<file path="src/rtl/axi_pkg.sv">
// Shared AXI-Lite response codes and channel FSM state types.
// Response selection for out-of-range accesses depends on build macro AXIL_SLVERR_EN (see top).
package axi_pkg;

    localparam logic [1:0] AXI_RESP_OKAY   = 2'b00;
    localparam logic [1:0] AXI_RESP_SLVERR = 2'b10;

    typedef enum logic {
        WR_IDLE,
        WR_RESP
    } wr_state_t;

    typedef enum logic {
        RD_IDLE,
        RD_DATA
    } rd_state_t;

endpackage

</file>
<file path="src/rtl/axi_lite_reg_slave_if.sv">
// AXI-Lite bus bundle between a master (host bridge) and the register-bank responder.
// Handshake signals only; clock and reset travel as plain ports.
interface axi_lite_reg_slave_if #(
    parameter int DATA_WIDTH = 32,
    parameter int ADDR_WIDTH = 32
);

    logic                      s_awvalid;
    logic                      s_awready;
    logic [ADDR_WIDTH-1:0]     s_awaddr;
    logic [2:0]                s_awprot;
    logic                      s_wvalid;
    logic                      s_wready;
    logic [DATA_WIDTH-1:0]     s_wdata;
    logic [DATA_WIDTH/8-1:0]   s_wstrb;
    logic                      s_bvalid;
    logic                      s_bready;
    logic [1:0]                s_bresp;
    logic                      s_arvalid;
    logic                      s_arready;
    logic [ADDR_WIDTH-1:0]     s_araddr;
    logic                      s_rvalid;
    logic                      s_rready;
    logic [DATA_WIDTH-1:0]     s_rdata;
    logic [1:0]                s_rresp;

    modport master (
        output s_awvalid, s_awaddr, s_awprot, s_wvalid, s_wdata, s_wstrb, s_bready,
               s_arvalid, s_araddr, s_rready,
        input  s_awready, s_wready, s_bvalid, s_bresp, s_arready, s_rvalid, s_rdata, s_rresp
    );

    modport slave (
        input  s_awvalid, s_awaddr, s_awprot, s_wvalid, s_wdata, s_wstrb, s_bready,
               s_arvalid, s_araddr, s_rready,
        output s_awready, s_wready, s_bvalid, s_bresp, s_arready, s_rvalid, s_rdata, s_rresp
    );

endinterface

</file>
<file path="src/rtl/axi_lite_reg_slave.sv">
// AXI-Lite responder exposing REG_NUM byte-strobed registers plus per-register write pulses.
// Build macro AXIL_SLVERR_EN: out-of-range accesses answer SLVERR instead of OKAY.
module axi_lite_reg_slave
    import axi_pkg::*;
#(
    parameter int DATA_WIDTH = 32,
    parameter int ADDR_WIDTH = 32,
    parameter int REG_NUM    = 16
) (
    input  logic                          clk,
    input  logic                          rst,
    axi_lite_reg_slave_if.slave           s_axi,
    output logic [REG_NUM*DATA_WIDTH-1:0] reg_out,
    output logic [REG_NUM-1:0]            reg_wr_pulse
);

    localparam int                    STRB_W   = DATA_WIDTH / 8;
    localparam int                    ADDR_LSB = $clog2(STRB_W);
    localparam logic [ADDR_WIDTH-1:0] NUM_REGS = ADDR_WIDTH'(REG_NUM);

`ifdef AXIL_SLVERR_EN
    localparam logic [1:0] OOR_RESP = AXI_RESP_SLVERR;
`else
    localparam logic [1:0] OOR_RESP = AXI_RESP_OKAY;
`endif

    wr_state_t r_wr_state, w_wr_next;
    rd_state_t r_rd_state, w_rd_next;

    logic                  r_aw_held;
    logic                  r_w_held;
    logic [ADDR_WIDTH-1:0] r_awaddr;
    logic [DATA_WIDTH-1:0] r_wdata;
    logic [STRB_W-1:0]     r_wstrb;
    logic [1:0]            r_bresp;
    logic [REG_NUM-1:0]    r_wr_pulse;
    logic [DATA_WIDTH-1:0] r_rdata;
    logic [1:0]            r_rresp;

    logic                  w_awready, w_wready, w_bvalid, w_arready, w_rvalid;
    logic                  w_aw_hs, w_w_hs, w_b_hs, w_ar_hs, w_r_hs;
    logic [ADDR_WIDTH-1:0] w_wr_addr, w_wr_idx, w_rd_idx;
    logic [DATA_WIDTH-1:0] w_wr_data, w_rd_mux;
    logic [STRB_W-1:0]     w_wr_strb;
    logic                  w_commit, w_wr_in_range, w_rd_in_range;
    logic [REG_NUM-1:0]    w_wr_sel;
    logic                  w_unused;

    assign w_unused = ^s_axi.s_awprot;

    // Readies are gated by rst so the bus sees a quiet slave for the whole reset window.
    assign w_awready = (r_wr_state == WR_IDLE) && !r_aw_held && !rst;
    assign w_wready  = (r_wr_state == WR_IDLE) && !r_w_held && !rst;
    assign w_arready = (r_rd_state == RD_IDLE) && !rst;

    assign w_aw_hs = s_axi.s_awvalid && w_awready;
    assign w_w_hs  = s_axi.s_wvalid && w_wready;
    assign w_b_hs  = w_bvalid && s_axi.s_bready;
    assign w_ar_hs = s_axi.s_arvalid && w_arready;
    assign w_r_hs  = w_rvalid && s_axi.s_rready;

    // Held values take priority; otherwise bypass the handshake happening this cycle.
    assign w_wr_addr = r_aw_held ? r_awaddr : s_axi.s_awaddr;
    assign w_wr_data = r_w_held ? r_wdata : s_axi.s_wdata;
    assign w_wr_strb = r_w_held ? r_wstrb : s_axi.s_wstrb;
    assign w_commit  = (r_wr_state == WR_IDLE) && (r_aw_held || w_aw_hs) && (r_w_held || w_w_hs);

    assign w_wr_idx      = w_wr_addr >> ADDR_LSB;
    assign w_wr_in_range = w_wr_idx < NUM_REGS;
    assign w_rd_idx      = s_axi.s_araddr >> ADDR_LSB;
    assign w_rd_in_range = w_rd_idx < NUM_REGS;

    always_ff @(posedge clk) begin
        if (rst) begin
            r_wr_state <= WR_IDLE;
            r_rd_state <= RD_IDLE;
        end else begin
            r_wr_state <= w_wr_next;
            r_rd_state <= w_rd_next;
        end
    end

    always_comb begin
        w_wr_next = r_wr_state;
        w_bvalid  = 1'b0;
        case (r_wr_state)
            WR_IDLE: begin
                if (w_commit) w_wr_next = WR_RESP;
            end
            WR_RESP: begin
                w_bvalid = 1'b1;
                if (s_axi.s_bready) w_wr_next = WR_IDLE;
            end
            default: w_wr_next = WR_IDLE;
        endcase
    end

    always_comb begin
        w_rd_next = r_rd_state;
        w_rvalid  = 1'b0;
        case (r_rd_state)
            RD_IDLE: begin
                if (w_ar_hs) w_rd_next = RD_DATA;
            end
            RD_DATA: begin
                w_rvalid = 1'b1;
                if (s_axi.s_rready) w_rd_next = RD_IDLE;
            end
            default: w_rd_next = RD_IDLE;
        endcase
    end

    always_ff @(posedge clk) begin
        if (rst) begin
            r_aw_held  <= 1'b0;
            r_w_held   <= 1'b0;
            r_awaddr   <= '0;
            r_wdata    <= '0;
            r_wstrb    <= '0;
            r_bresp    <= AXI_RESP_OKAY;
            r_wr_pulse <= '0;
        end else begin
            r_wr_pulse <= w_wr_sel;
            if (w_aw_hs) begin
                r_aw_held <= 1'b1;
                r_awaddr  <= s_axi.s_awaddr;
            end
            if (w_w_hs) begin
                r_w_held <= 1'b1;
                r_wdata  <= s_axi.s_wdata;
                r_wstrb  <= s_axi.s_wstrb;
            end
            if (w_commit) r_bresp <= w_wr_in_range ? AXI_RESP_OKAY : OOR_RESP;
            if (w_b_hs) begin
                r_aw_held <= 1'b0;
                r_w_held  <= 1'b0;
            end
        end
    end

    // Out-of-range indices match no select line, so they neither write nor pulse.
    for (genvar g = 0; g < REG_NUM; g++) begin : g_reg
        logic [DATA_WIDTH-1:0] r_q;

        assign w_wr_sel[g] = w_commit && (w_wr_idx == ADDR_WIDTH'(g));

        always_ff @(posedge clk) begin
            if (rst) begin
                r_q <= '0;
            end else if (w_wr_sel[g]) begin
                for (int k = 0; k < STRB_W; k++) begin
                    if (w_wr_strb[k]) r_q[k*8 +: 8] <= w_wr_data[k*8 +: 8];
                end
            end
        end

        assign reg_out[g*DATA_WIDTH +: DATA_WIDTH] = r_q;
    end

    always_comb begin
        w_rd_mux = '0;
        for (int i = 0; i < REG_NUM; i++) begin
            if (w_rd_idx == ADDR_WIDTH'(i)) w_rd_mux = reg_out[i*DATA_WIDTH +: DATA_WIDTH];
        end
    end

    // Capture samples pre-edge register contents, so a same-edge write is not visible.
    always_ff @(posedge clk) begin
        if (rst) begin
            r_rdata <= '0;
            r_rresp <= AXI_RESP_OKAY;
        end else if (w_ar_hs) begin
            r_rdata <= w_rd_in_range ? w_rd_mux : '0;
            r_rresp <= w_rd_in_range ? AXI_RESP_OKAY : OOR_RESP;
        end
    end

    assign s_axi.s_awready = w_awready;
    assign s_axi.s_wready  = w_wready;
    assign s_axi.s_bvalid  = w_bvalid;
    assign s_axi.s_bresp   = r_bresp;
    assign s_axi.s_arready = w_arready;
    assign s_axi.s_rvalid  = w_rvalid;
    assign s_axi.s_rdata   = r_rdata;
    assign s_axi.s_rresp   = r_rresp;
    assign reg_wr_pulse    = r_wr_pulse;

endmodule
</file>
<file path="src/flat_wrapper.sv">
// flat-port wrapper written by rule: the top's interface ports become plain ports
module axi_lite_reg_slave_flat import axi_pkg::*;
#(
    parameter int DATA_WIDTH = 32,
    parameter int ADDR_WIDTH = 32,
    parameter int REG_NUM    = 16
)
  (clk, rst, reg_out, reg_wr_pulse, s_axi_s_awvalid, s_axi_s_awaddr, s_axi_s_awprot, s_axi_s_wvalid, s_axi_s_wdata, s_axi_s_wstrb, s_axi_s_bready, s_axi_s_arvalid, s_axi_s_araddr, s_axi_s_rready, s_axi_s_awready, s_axi_s_wready, s_axi_s_bvalid, s_axi_s_bresp, s_axi_s_arready, s_axi_s_rvalid, s_axi_s_rdata, s_axi_s_rresp);
  axi_lite_reg_slave_if #(.DATA_WIDTH(DATA_WIDTH), .ADDR_WIDTH(ADDR_WIDTH)) s_axi_i ();
  input  logic clk;
  input  logic rst;
  output logic [REG_NUM*DATA_WIDTH-1:0] reg_out;
  output logic [REG_NUM-1:0] reg_wr_pulse;
  input wire logic [$bits(s_axi_i.s_awvalid)-1:0] s_axi_s_awvalid;
  input wire logic [$bits(s_axi_i.s_awaddr)-1:0] s_axi_s_awaddr;
  input wire logic [$bits(s_axi_i.s_awprot)-1:0] s_axi_s_awprot;
  input wire logic [$bits(s_axi_i.s_wvalid)-1:0] s_axi_s_wvalid;
  input wire logic [$bits(s_axi_i.s_wdata)-1:0] s_axi_s_wdata;
  input wire logic [$bits(s_axi_i.s_wstrb)-1:0] s_axi_s_wstrb;
  input wire logic [$bits(s_axi_i.s_bready)-1:0] s_axi_s_bready;
  input wire logic [$bits(s_axi_i.s_arvalid)-1:0] s_axi_s_arvalid;
  input wire logic [$bits(s_axi_i.s_araddr)-1:0] s_axi_s_araddr;
  input wire logic [$bits(s_axi_i.s_rready)-1:0] s_axi_s_rready;
  output wire logic [$bits(s_axi_i.s_awready)-1:0] s_axi_s_awready;
  output wire logic [$bits(s_axi_i.s_wready)-1:0] s_axi_s_wready;
  output wire logic [$bits(s_axi_i.s_bvalid)-1:0] s_axi_s_bvalid;
  output wire logic [$bits(s_axi_i.s_bresp)-1:0] s_axi_s_bresp;
  output wire logic [$bits(s_axi_i.s_arready)-1:0] s_axi_s_arready;
  output wire logic [$bits(s_axi_i.s_rvalid)-1:0] s_axi_s_rvalid;
  output wire logic [$bits(s_axi_i.s_rdata)-1:0] s_axi_s_rdata;
  output wire logic [$bits(s_axi_i.s_rresp)-1:0] s_axi_s_rresp;
  assign s_axi_i.s_awvalid = s_axi_s_awvalid;
  assign s_axi_i.s_awaddr = s_axi_s_awaddr;
  assign s_axi_i.s_awprot = s_axi_s_awprot;
  assign s_axi_i.s_wvalid = s_axi_s_wvalid;
  assign s_axi_i.s_wdata = s_axi_s_wdata;
  assign s_axi_i.s_wstrb = s_axi_s_wstrb;
  assign s_axi_i.s_bready = s_axi_s_bready;
  assign s_axi_i.s_arvalid = s_axi_s_arvalid;
  assign s_axi_i.s_araddr = s_axi_s_araddr;
  assign s_axi_i.s_rready = s_axi_s_rready;
  assign s_axi_s_awready = s_axi_i.s_awready;
  assign s_axi_s_wready = s_axi_i.s_wready;
  assign s_axi_s_bvalid = s_axi_i.s_bvalid;
  assign s_axi_s_bresp = s_axi_i.s_bresp;
  assign s_axi_s_arready = s_axi_i.s_arready;
  assign s_axi_s_rvalid = s_axi_i.s_rvalid;
  assign s_axi_s_rdata = s_axi_i.s_rdata;
  assign s_axi_s_rresp = s_axi_i.s_rresp;
  axi_lite_reg_slave #(.DATA_WIDTH(DATA_WIDTH), .ADDR_WIDTH(ADDR_WIDTH), .REG_NUM(REG_NUM)) u_core (.clk(clk), .rst(rst), .s_axi(s_axi_i), .reg_out(reg_out), .reg_wr_pulse(reg_wr_pulse));
endmodule
</file>
<file path="config.mk">
export PLATFORM = sky130hd
export DESIGN_NAME = axi_lite_reg_slave_flat
export DESIGN_NICKNAME = d
export VERILOG_FILES = /design/src/rtl/axi_pkg.sv /design/src/rtl/axi_lite_reg_slave_if.sv /design/src/rtl/axi_lite_reg_slave.sv /design/src/flat_wrapper.sv
export SDC_FILE = /design/constraint.sdc
export NUM_CORES = 1
export LEC_CHECK = 0
export CAP_MARGIN = 20
export CELL_PAD_IN_SITES_DETAIL_PLACEMENT = 1
export CELL_PAD_IN_SITES_GLOBAL_PLACEMENT = 2
export CORE_ASPECT_RATIO = 1.2
export CORE_MARGIN = 2
export CORE_UTILIZATION = 30
export DETAILED_ROUTE_END_ITERATION = 6
export PLACE_DENSITY_LB_ADDON = 0.1
export SETUP_SLACK_MARGIN = 0.2
export SYNTH_ARGS = -nofsm -noshare
export SYNTH_HDL_FRONTEND = slang
export SYNTH_SLANG_ARGS = --single-unit
</file>
<file path="constraint.sdc">
create_clock -name clk -period 5.04 [get_ports clk]
set_clock_uncertainty 0.1 [all_clocks]
set_input_delay 0.756 -clock clk [delete_from_list [all_inputs] [get_ports clk]]
set_output_delay 0.756 -clock clk [all_outputs]
set_load 0.005 [all_outputs]
</file>
# Yosys cells after proc, flatten, opt, wreduce, memory -nomap -nowiden
# Index checks and enable logic that the tools add are counted.
[classes]
order_cmp = 1
eq_ne = 30
mux = 28
bitwise = 2
reduce_logical = 99
[ops]
columns = ["op", "n"]
rows = [
  ["$mux W32", 19],
  ["$eq A30 B4 Y1 const B", 16],
  ["$eq A30 B3 Y1 const B", 8],
  ["$reduce_and A2 Y1", 64],
  ["$eq A30 B2 Y1 const B", 4],
  ["$logic_not A32 Y1", 2],
  ["$eq A30 B1 Y1 const B", 2],
  ["$lt A30 B5 Y1 const B", 1],
  ["$logic_and A1 B1 Y1", 27],
  ["$mux W1", 6],
  ["$mux W4", 1],
  ["$pmux W1 S2", 2],
  ["$logic_not A1 Y1", 3],
  ["$logic_or A1 B1 Y1", 2],
  ["$not A1 Y1", 2],
  ["$reduce_or A2 Y1", 1],
]
[totals]
regBits = 632
inputBits = 110
out_inout_bits = 569

# Longest topological paths before layout
[depth]
depth_word = 18
mapped_depth = 11
mapped_depth_nobuf = 7

# Least setup slack after synthesis
# Ideal clock, no wire load.
[synth_timing]
kind = "input-to-reg"
start = "input port s_axi_s_araddr[10]"
end = "register u_core.r_rdata[2] (netlist: u_core.s_axi.s_rdata[2])"
setup_ps = 115
t_arrival_ps = 3147
t_required_ps = 4825
path_slack_ps = 1678
cell_stages = 9
n_path_buf = 2
path_cell_list = "or4_1 -> or3_1 -> buf_2 -> or4_1 -> buf_6 -> nor3_1 -> nor3_1 -> a31o_2 -> a31o_1"
[synth_between]
elab_chain_cells = 18
word_cells_on_any_way = 34
classes_between = "order compare (1); eq/ne (15); mux (17); reduce/logical (1)"
[synth_lines]
columns = ["item", "line_no", "source"]
rows = [
  ["from (decl)", "flat_wrapper.sv:22", "input wire logic [$bits(s_axi_i.s_araddr)-1:0] s_axi_s_araddr;"],
  ["$logic_not A32 Y1", "axi_lite_reg_slave.sv:163", "if (w_rd_idx == ADDR_WIDTH'(i)) w_rd_mux = reg_out[i*DATA_WIDTH +: DATA_WIDTH];"],
  ["$mux W32 (16 in a row)", "axi_lite_reg_slave.sv:163", ""],
  ["$mux W32 *", "axi_lite_reg_slave.sv:173", "r_rdata <= w_rd_in_range ? w_rd_mux : '0;"],
  ["to (signal assigned)", "axi_lite_reg_slave.sv:173", ""],
  ["to (decl)", "axi_lite_reg_slave.sv:37", "logic [DATA_WIDTH-1:0] r_rdata;"],
]
# Mark *: on every way between the ends. The rest lies on a longest branch, timed or not.
# A chain may end at the register's enable or synchronous reset.

# Worst setup path after layout
[layout_timing]
start = "input port s_axi_s_araddr[31]"
end = "register u_core.r_rdata[22] (netlist: u_core.s_axi.s_rdata[22])"
# Same word-level chain as after synthesis.

==> out/metrics.csv <==
stage,metric,value,unit
setup_path,cp_cell_sequence,"clkdlybuf4s50_1, or4_4, or3_2, buf_4, nor4_4, buf_4, nand2_1, o221ai_1, a21oi_1",
placement,dp_hpwl,125.9,mm
job,cap_viol_max_count,0,
layout,drive_gt1_share,9.078,%
global_routing,grt_max_degree,169,
synth,seq_area_frac_synth,45.20,%
global_routing,antenna_found_initial,1,
sta,setup_violations,0,
detailed_routing,wl,168.7,mm
layout,final_util,42.12,%
synth,async_reset_ff_share,0,%
clock_network,cts_tree,done,
global_routing,met1_usage,44.18,%
layout,nets,4285,
sta,hold_viol_final,0,
floorplanning,io_pins,679,
setup_path,cpPeakStageDelay,780,ps
setup_path,cp_top_family,simple AND/OR/NAND/NOR gates,
setup_path,path_max_fanout,21,
floorplanning,fp.dieH,338.1,microns
clock_network,clk_latency,640,ps
global_routing,grt_pass1_vias,31054,
synth,synth_xor_area_share,0,%
floorplanning,die_area,0.09548,sq mm
layout,insertedDiodeCount,0,
placement,numPortBuffers,667,
placement,gp_congestion,0.9148,
synth,synth-edff-count,0,
setup_path,critical_path_buf_inv_count,3,
floorplanning,die_x,282.4,microns
global_routing,use_met2,55.64,%
setup_path,r2r_start,u_core.r_aw_held$_SDFFE_PP0P_,
detailed_routing,firstDrtPassIters,6,
setup_path,path_common_cell,buf_4,
synth,synthesis.area,0.02790,sq mm
placement,dp_cells,5339,
synth,synth-compound-area-share,28.45,%
layout,instances_no_fill,5470,
worst_hold_path,hold_path_depth,2,
run_status,status,"finished, final reports clean",
synth,yosys.area.top_type,dfxtp_1,
synth,ys_seq_elements,630,
synth,synth_mux_area_share,4.695,%
sta,rsz0062_at_grt,no,
clock_network,cts_buffers,74,
detailed_routing,drtAntennaViolNets,0,
clock_network,h-tree-depth,3,
global_routing,use_met3,6.327,%
placement,placed_area,0.03637,sq mm
clock_network,post_cts_buffers,0,
sta,maxSlewViolCount,0,
clock_network,clockBufferDepth,3,
synth,yosys.area_share.simple,17.03,%
clock_network,cts_resized,0,
synth,synth.lib_cells_used.distinct,73,
floorplanning,design.core.area,0.09220,sq mm
layout,area_growth,39.18,%
setup_path,reg2reg_slack,1180,ps
sta,post-route-min-period,4081,ps
worst_hold_path,hold_path_end,u_core.r_wdata[18]$_SDFFE_PP0P_,
detailed_routing,vias_per_cell,5.797,
setup_path,cp-start-kind,input port,
global_routing,track_usage,34.13,%
sta,fmax,245.0,MHz
detailed_routing,drt_iter0_markers,2674,
sta,slew-limit-headroom,31.70,%
setup_path,end_kind,flip-flop,
setup_path,cp_slowest_cell,or3_2,
synth,synthAdderAreaFrac,0,%
setup_path,critPathKind,input port to flip-flop,
synth,yosysTopAreaCellShare,45.20,%
layout,multi_input_area,0.01415,sq mm
sta,finalSetupTns,0,ps
power_and_ir_drop,irDropWorstVdd,0.0002075,V
detailed_routing,drc,0,
setup_path,crit_required,5450,ps
setup_path,cp_num_cells,9,
layout,final_cell_mix,"695 x nand2_1, 664 x clkdlybuf4s50_1, 629 x dfxtp_1",
detailed_routing,wl_per_cell,30.84,microns
clock_network,ctsHoldBuffers,0,
layout,layout_commonest_cell,nand2_1,
global_routing,grt_first_pass_wirelength,235.9,mm
synth,yosys-top-cells-area,"dfxtp_1 45%, o21ai_0 11%, a21oi_1 9.5%",
layout,layout.filler_cells,10927,
setup_path,cp.arrival,4490,ps
clock_network,cts_sinks,630,
worst_hold_path,hold_path.startpoint,u_core.r_wdata[18]$_SDFFE_PP0P_,
synth,synth_top_family_by_area,compound AO/OA/AOI/OAI gates,
floorplanning,std_cell_rows,122,
global_routing,grt_overflow,0,
setup_path,rr_worst_depth,9,
clock_network,clkTransAtPathRegs,60,ps
clock_network,cts-root-buf,clkbuf_16,
synth,synthesis.instances,3581,
detailed_routing,vias,31709,
setup_path,timing.rr.end,u_core.g_reg[4].r_q[11]$_SDFFE_PP0P_,
synth,ys.flop_type,dfxtp_1,
synth,syn_area_per_cell,7.792,sq um
layout,seq_area,0.01261,sq mm
power_and_ir_drop,p_per_area,297.2,mW/mm^2
synth,synth_warnings,0,
worst_hold_path,hold_path.class,flip-flop to flip-flop,
power_and_ir_drop,power_leakage,12.59,nW
global_routing,grt.busiest_layer,met2,
power_and_ir_drop,finalPower,11.54,mW
sta,worst_pin_slew,1003,ps
floorplanning,initial_core_util,30.27,%
sta,fin_crit_sh,80.97,%
layout,fin_area,0.03884,sq mm
cell families after synthesis:
family | Yosys count
buffers and inverters | 324
muxes | 120
AOI/OAI and AO/OA | 1401
other | 1
DFF | 630
and+or+nand+nor | 1105
state kept, by name (all words and copies together) (netlist names):
register	flops
u_core.reg_wr_pulse	16
u_core.g.r_q	512
u_core.r_w_held	1
u_core.s_axi.s_rdata	32
u_core.r_aw_held	1
u_core.r_rd_state	1
u_core.r_wr_state	1
u_core.r_awaddr	30
u_core.r_wdata	32
u_core.r_wstrb	4
final cells by class:
type	instances	area share [%]
clock buffers	109	5.764
clock inverters	22	0.5992
inverters	11	0.1063
multi-input cells	2630	36.44
flip-flops and latches	630	32.48
well taps	1240	3.995
repair buffers	828	20.62
worst max path at each step:
| stage | slack [ps] | endpoint | startpoint |
|---|---|---|---|
| finish | 960 | u_core.s_axi.s_rdata[22]$_SDFFE_PP0P_ | s_axi_s_araddr[31] |
| global route | 820 | u_core.s_axi.s_rdata[7]$_SDFFE_PP0P_ | s_axi_s_araddr[10] |
| CTS | 1010 | u_core.s_axi.s_rdata[21]$_SDFFE_PP0P_ | s_axi_s_araddr[31] |
| detailed placement | 330 | u_core.s_axi.s_rdata[7]$_SDFFE_PP0P_ | s_axi_s_araddr[31] |
| global placement | 380 | u_core.s_axi.s_rdata[22]$_SDFFE_PP0P_ | s_axi_s_araddr[31] |
| floorplan | 1680 | u_core.s_axi.s_rdata[2]$_SDFFE_PP0P_ | s_axi_s_araddr[10] |
tightest hold or removal path, stage by stage (launching register included):
cell	delay, ps
dfxtp_1	310
nand2_1	50
o21ai_0	60
cells in the mapped netlist, types with 11 or more instances:
library cell	instances
a211oi_1	12
a21oi_1	530
a221o_1	18
a221oi_1	32
a222oi_1	15
a22o_1	11
a22oi_1	43
a31oi_1	11
buf_2	17
clkbuf_1	276
dfxtp_1	630
mux2_2	37
mux2i_1	78
nand2_1	695
nand3_1	31
nand4_1	37
nor2_1	225
nor3_1	18
nor4_1	22
o21ai_0	596
o221ai_1	25
o22ai_1	15
per-layer routing:
| layer | part of all wire (%) | wire [microns] |
|---|---|---|
| met5 | 0 | 0 |
| met4 | 4.5 | 7648 |
| met3 | 7.2 | 12110 |
| met2 | 46 | 77580 |
| met1 | 42 | 71380 |
where the power goes:
part           switching, mW  leakage [nW]  internal, mW
clock network           2.34          1.22          3.28
registers             0.0362          5.08          5.02
logic                  0.649          6.29         0.212
through the flow:
stage | hold WS (ps) | setup WS (ps)
finish | 356.2 | 958.9
global route | 378.9 | 824.4
CTS | 359.2 | 1005
detailed placement | 351.1 | 333.5
global placement | 339.9 | 384.4
floorplan | 332.5 | 1678
No activity file was read; power rests on OpenSTA's default activity.
